===== config.mk =====
export PLATFORM = sky130hd
export DESIGN_NAME = iir_ch_arbiter
export DESIGN_NICKNAME = d
export VERILOG_FILES = /design/src/rtl/iir_arb_pkg.sv /design/src/rtl/iir_rr_pick.sv /design/src/rtl/iir_ch_arbiter.sv
export SDC_FILE = /design/constraint.sdc
export NUM_CORES = 1
export LEC_CHECK = 0
export ABC_AREA = 1
export CAP_MARGIN = 20
export CORE_MARGIN = 5
export CORE_UTILIZATION = 27
export CTS_CLUSTER_SIZE = 28
export DETAILED_ROUTE_END_ITERATION = 6
export PLACE_DENSITY = 0.6
export SYNTH_ARGS = -nofsm -noshare
export SYNTH_HDL_FRONTEND = slang
export SYNTH_SLANG_ARGS = --single-unit

===== constraint.sdc =====
create_clock -name clk -period 2 [get_ports clk]
set_input_delay 0.3 -clock clk [delete_from_list [all_inputs] [get_ports clk]]
set_output_delay 0.3 -clock clk [all_outputs]
set_load 0.05 [all_outputs]

===== src/rtl/iir_arb_pkg.sv =====
// iir_arb_pkg: shared state encoding, channel-tag width helper and timer width for the IIR channel arbiter.
package iir_arb_pkg;
   typedef enum logic [1:0] {IDLE = 2'd0, ISSUE = 2'd1, WAIT = 2'd2, OUT = 2'd3} state_t;
   localparam int TMR_W = 16;
   function automatic int ch_w(input int n);
      return (n <= 1) ? 1 : $clog2(n);
   endfunction
endpackage


===== src/rtl/iir_rr_pick.sv =====
// iir_rr_pick: combinational circular priority picker, first set request at or after ptr.
module iir_rr_pick
   import iir_arb_pkg::*;
#(
   parameter int NUM_CH = 4,
   localparam int CH_W = ch_w(NUM_CH)
)(
   input  logic [NUM_CH-1:0] req,
   input  logic [CH_W-1:0]   ptr,
   output logic [CH_W-1:0]   grant,
   output logic              any_req
);
   logic [CH_W-1:0] idx;
   assign any_req = |req;
   // Walk offsets from farthest to nearest so the nearest request at or after ptr wins.
   always_comb begin
      grant = '0;
      idx = '0;
      for (int i = NUM_CH - 1; i >= 0; i--) begin
         idx = CH_W'((32'(ptr) + 32'(i)) % NUM_CH);
         if (req[idx]) grant = idx;
      end
   end
endmodule


===== src/rtl/iir_ch_arbiter.sv =====
// iir_ch_arbiter: round-robin time-sharing of one IIR core across NUM_CH tagged sample streams.
// Define IIR_ARB_STATS_EN to build per-channel completed-sample counters readable via stat_sel.
module iir_ch_arbiter
   import iir_arb_pkg::*;
#(
   parameter int NUM_CH   = 4,
   parameter int DATA_W   = 32,
   parameter int CORE_LAT = 5,
   parameter int TIMEOUT  = 16,
   localparam int CH_W    = ch_w(NUM_CH)
)(
   input  logic                     clk,
   input  logic                     reset,
   input  logic [NUM_CH-1:0]        s_valid,
   input  logic [NUM_CH*DATA_W-1:0] s_data,
   output logic [NUM_CH-1:0]        s_ready,
   output logic                     core_in_valid,
   output logic [DATA_W-1:0]        core_in_data,
   output logic [CH_W-1:0]          core_in_ch,
   input  logic                     core_out_valid,
   input  logic [DATA_W-1:0]        core_out_data,
   output logic                     m_valid,
   output logic [DATA_W-1:0]        m_data,
   output logic [CH_W-1:0]          m_ch,
   input  logic                     m_ready,
   output logic                     busy,
   output logic                     err,
   input  logic [CH_W-1:0]          stat_sel,
   output logic [15:0]              stat_cnt
);
   // A misconfigured timeout is clamped so it never fires before a healthy core answers.
   localparam int TO_LIM = (TIMEOUT > CORE_LAT) ? TIMEOUT : CORE_LAT + 1;
   state_t state, state_n;
   logic [CH_W-1:0] rr_ptr, grant, pick;
   logic any_req, tmo;
   logic [TMR_W-1:0] timer;
   logic [DATA_W-1:0] ch_data [NUM_CH];
   for (genvar i = 0; i < NUM_CH; i++) begin : g_ch
      assign ch_data[i] = s_data[i*DATA_W +: DATA_W];
   end
   iir_rr_pick #(.NUM_CH(NUM_CH)) u_pick (
      .req(s_valid),
      .ptr(rr_ptr),
      .grant(pick),
      .any_req(any_req)
   );
   assign tmo = timer == TMR_W'(TO_LIM - 1);
   assign busy = state != IDLE;
   always_comb begin
      state_n = state;
      case (state)
         IDLE:  state_n = any_req ? ISSUE : IDLE;
         ISSUE: state_n = WAIT;
         WAIT:  state_n = (core_out_valid || tmo) ? OUT : WAIT;
         OUT:   state_n = m_ready ? IDLE : OUT;
      endcase
   end
   always_ff @(posedge clk) begin
      if (reset) begin
         state <= IDLE;
         rr_ptr <= '0;
         grant <= '0;
         timer <= '0;
         err <= 1'b0;
         s_ready <= '0;
         core_in_valid <= 1'b0;
         core_in_data <= '0;
         core_in_ch <= '0;
         m_valid <= 1'b0;
         m_data <= '0;
         m_ch <= '0;
      end else begin
         state <= state_n;
         core_in_valid <= state_n == ISSUE;
         s_ready <= (state_n == ISSUE) ? NUM_CH'(1) << pick : '0;
         core_in_data <= (state_n == ISSUE) ? ch_data[pick] : '0;
         core_in_ch <= (state_n == ISSUE) ? pick : '0;
         m_valid <= state_n == OUT;
         timer <= (state == WAIT) ? timer + 1'b1 : '0;
         if (state == IDLE) grant <= pick;
         if (state == ISSUE) rr_ptr <= (grant == CH_W'(NUM_CH - 1)) ? '0 : grant + 1'b1;
         // A timed-out slot still produces a zero result so the channel is not starved.
         if (state == WAIT && state_n == OUT) begin
            m_data <= core_out_valid ? core_out_data : '0;
            m_ch <= grant;
            err <= err | ~core_out_valid;
         end
      end
   end
`ifdef IIR_ARB_STATS_EN
   logic [15:0] cnt [NUM_CH];
   always_ff @(posedge clk) begin
      if (reset) for (int i = 0; i < NUM_CH; i++) cnt[i] <= '0;
      else if (m_valid && m_ready) cnt[m_ch] <= cnt[m_ch] + 16'd1;
   end
   assign stat_cnt = (32'(stat_sel) < NUM_CH) ? cnt[stat_sel] : '0;
`else
   logic unused_stat;
   assign unused_stat = ^stat_sel;
   assign stat_cnt = '0;
`endif
endmodule


==> metrics <==
vias in the first global route 5073; routability cong. 0.8022; post-layout util 43.67%; CP max FO 2; Starting Density 27.48%; achievable clock frequency 551.4 MHz; most frequent cells in the layout nand2_1 (297), clkdlybuf4s50_1 (242), dfxtp_1 (96), nand3_1 (80), a21oi_1 (49); first-pass GRT wire length 26.30 mm; H-tree depth 3; most common cell after layout, fill and taps aside nand2_1; Startpoint Class flip-flop; die height 145.2 um; drt pass-1 iters 4; post-route ant nets 0; clock-pin slew on the worst setup and hold paths 0.07 ns; Max Cap Violations 0; Slew Viols, Final 0; Final Setup Violations 0; Clock Tree Buf Depth 2; Post-Syn Instances 733; hold slack 0.4537 ns; Gate power share 41.6%; CP Data Arrival Time 1.51 ns; Core ar. 17960 um^2; Switching Power 2.612 mW; crit path kind reg2out; DRT iter0 DRCs 195; Min Clock Period, post-route 1.813 ns; Clock Latency Late Sink 0.35 ns; switching share of power 37.90%; Synth Register Bits 97; post-synthesis sequential area ratio 39.33%; Cell Area, Synth 4937 um^2; ant diodes 0; initial antenna violation count 1; Vias/cell 4.478; fin nets 1134; Tot GR Track Use 15.03%; Top-Level Pins 262; DRC violations left 0; status completed; die width 145.2 um; fraction of layout cells with a size suffix above 1 5.688%; Die ar. 21090 um^2; total power 6.890 mW; Post-Route Skew 0.007576 ns; worst vdd ir 0.4891 mV; PortBufs 243; Avg WL per Cell 13.83 um; hpwl dp 12.44 mm; CTS tree done; crit-path max cell delay 0.83 ns; CP Cell Sequence clkdlybuf4s50_1; Critical Path RT 1.70 ns; slowest stage cell, crit path clkdlybuf4s50_1; Max-slew headroom 62.50%; HP Class reg2reg; fin crit share 90.67%; layout filler cell count 1918; cts bufs inserted 9; Routed WL 16.54 mm; Vias 5356; Leak 3.307 nW; Clock power frac 26.4%; largest net degree at the start of global routing 65; total grt overflow 0; critical path's top delay family buffers and inverters; Root Buffer clkbuf_16; syn_area_per_cell 6.736 um^2; PD cells 878.4 nW/um^2; Yosys warnings 0; Buf/Inv on CP 1; Sequential Power Share 32.0%; nature of the critical path endpoint output port; synth-to-layout area growth 58.87%; Clock Sinks 97; Hold Vio Cnt, Final 0; Post-CTS Setup Bufs 0; Cell Rows 49; Worst-Margin Slew 0.5608 ns; RSZ-0062 raised after global routing no; Int Pwr 4.278 mW; Unique masters post-synth 32
[kinds of logic after synthesis]
logic type | share of synthesized area, %
other cells | 0.07595
buf+inv | 12.24
xor+xnor | 0.1774
fa+ha+maj | 0.5068
compound gates | 6.690
flops | 39.33
simple gates | 40.98
[sequential cells by signal, indices dropped and copies added (netlist names)]
| register | cells |
|---|---|
| core_in_data | 32 |
| m_data | 32 |
| timer | 16 |
| s_ready | 4 |
| core_in_ch | 2 |
| grant | 2 |
| m_ch | 2 |
| rr_ptr | 2 |
| state | 2 |
| core_in_valid | 1 |
| err | 1 |
| m_valid | 1 |
[worst reg2reg max path, delay by kind of cell (launching register included)]
kind	cells	cell delay [ns]
DFF	1	0.43
and+or+nand+nor	9	0.87
buffers and inverters	2	0.35
[cell usage after synthesis (all sizes together)]
library cell | instances | area [um^2]
nand2 | 299 | 1132
buf | 51 | 405.4
xnor2 | 1 | 8.760
nor2 | 29 | 136.4
or2 | 1 | 6.260
nor3 | 9 | 50.05
nor4 | 1 | 6.260
o21ai | 13 | 65.06
dfxtp | 97 | 1942
nand2b | 1 | 6.260
nand3 | 82 | 420.4
a31oi | 1 | 12.51
clkbuf | 11 | 41.29
inv | 41 | 153.9
conb | 1 | 3.750
a21oi | 49 | 245.2
nand3b | 2 | 15.01
a21boi | 1 | 7.510
clkinv | 1 | 3.750
nand4 | 40 | 250.2
ha | 2 | 25.02
[worst paths after layout]
path	start	to	slack [ns]	cells past startpoint
worst min-delay path	err$_SDFFE_PP0P_	err$_SDFFE_PP0P_	0.45	2
worst min register to register	err$_SDFFE_PP0P_	err$_SDFFE_PP0P_	0.45	2
worst max register to register	rr_ptr[1]$_SDFFE_PP0N_	core_in_data[31]$_SDFF_PP0_	0.28	11
worst max-delay path	m_data[15]$_SDFFE_PP0P_	m_data[15]	0.19	1
[power by group through the flow]
stage	combinational [mW]	clock [mW]	sequential (mW)
6_report	2.87	1.82	2.20
5_1_grt	3.14	1.98	2.22
4_1_cts	2.91	1.89	2.20
3_5_place_dp	2.90	0	2.25
3_3_place_gp	2.90	0	2.24
2_1_floorplan	1.33	0	2.83
[layer usage]
layer,share of wire (%),vias up,global-route usage [%]
met4,1.5,2,4.431
met2,44,208,23.69
li1,-,2795,-
met3,11,16,6.860
met5,0.079,-,0
met1,43,2335,18.49
[area by class of cell]
class	instances	area (um^2)	area share [%]
Clock buffer	11	252.7	3.222
Inverter	42	157.7	2.010
Tap cell	229	286.5	3.653
Timing Repair Buffer	265	2695	34.36
Multi-Input combinational cell	547	2447	31.20
Sequential cell	97	1943	24.77
Clock inverter	5	61.31	0.7816
[metrics by stage]
stage | setup WS [ns] | instances | instance area [um^2] | TNS [ns]
floorplan | 0.4194 | 748 | 4994 | 0
global placement | -0.03372 | 1180 | 7528 | -0.1983
detailed placement | -0.05027 | 1180 | 7528 | -0.2429
CTS | 0.1594 | 1196 | 7843 | 0
global route | 0.1022 | 1196 | 7844 | 0
finish | 0.1865 | 1196 | 7844 | 0
[timing repair]
item | in CTS | in global routing
hold buffers | 0 | 0
hold endpoints to repair | 0 | 0
setup endpoints to repair | 0 | 3
gates resized for setup | 0 | 1
No activity file was read; power rests on OpenSTA's default activity.
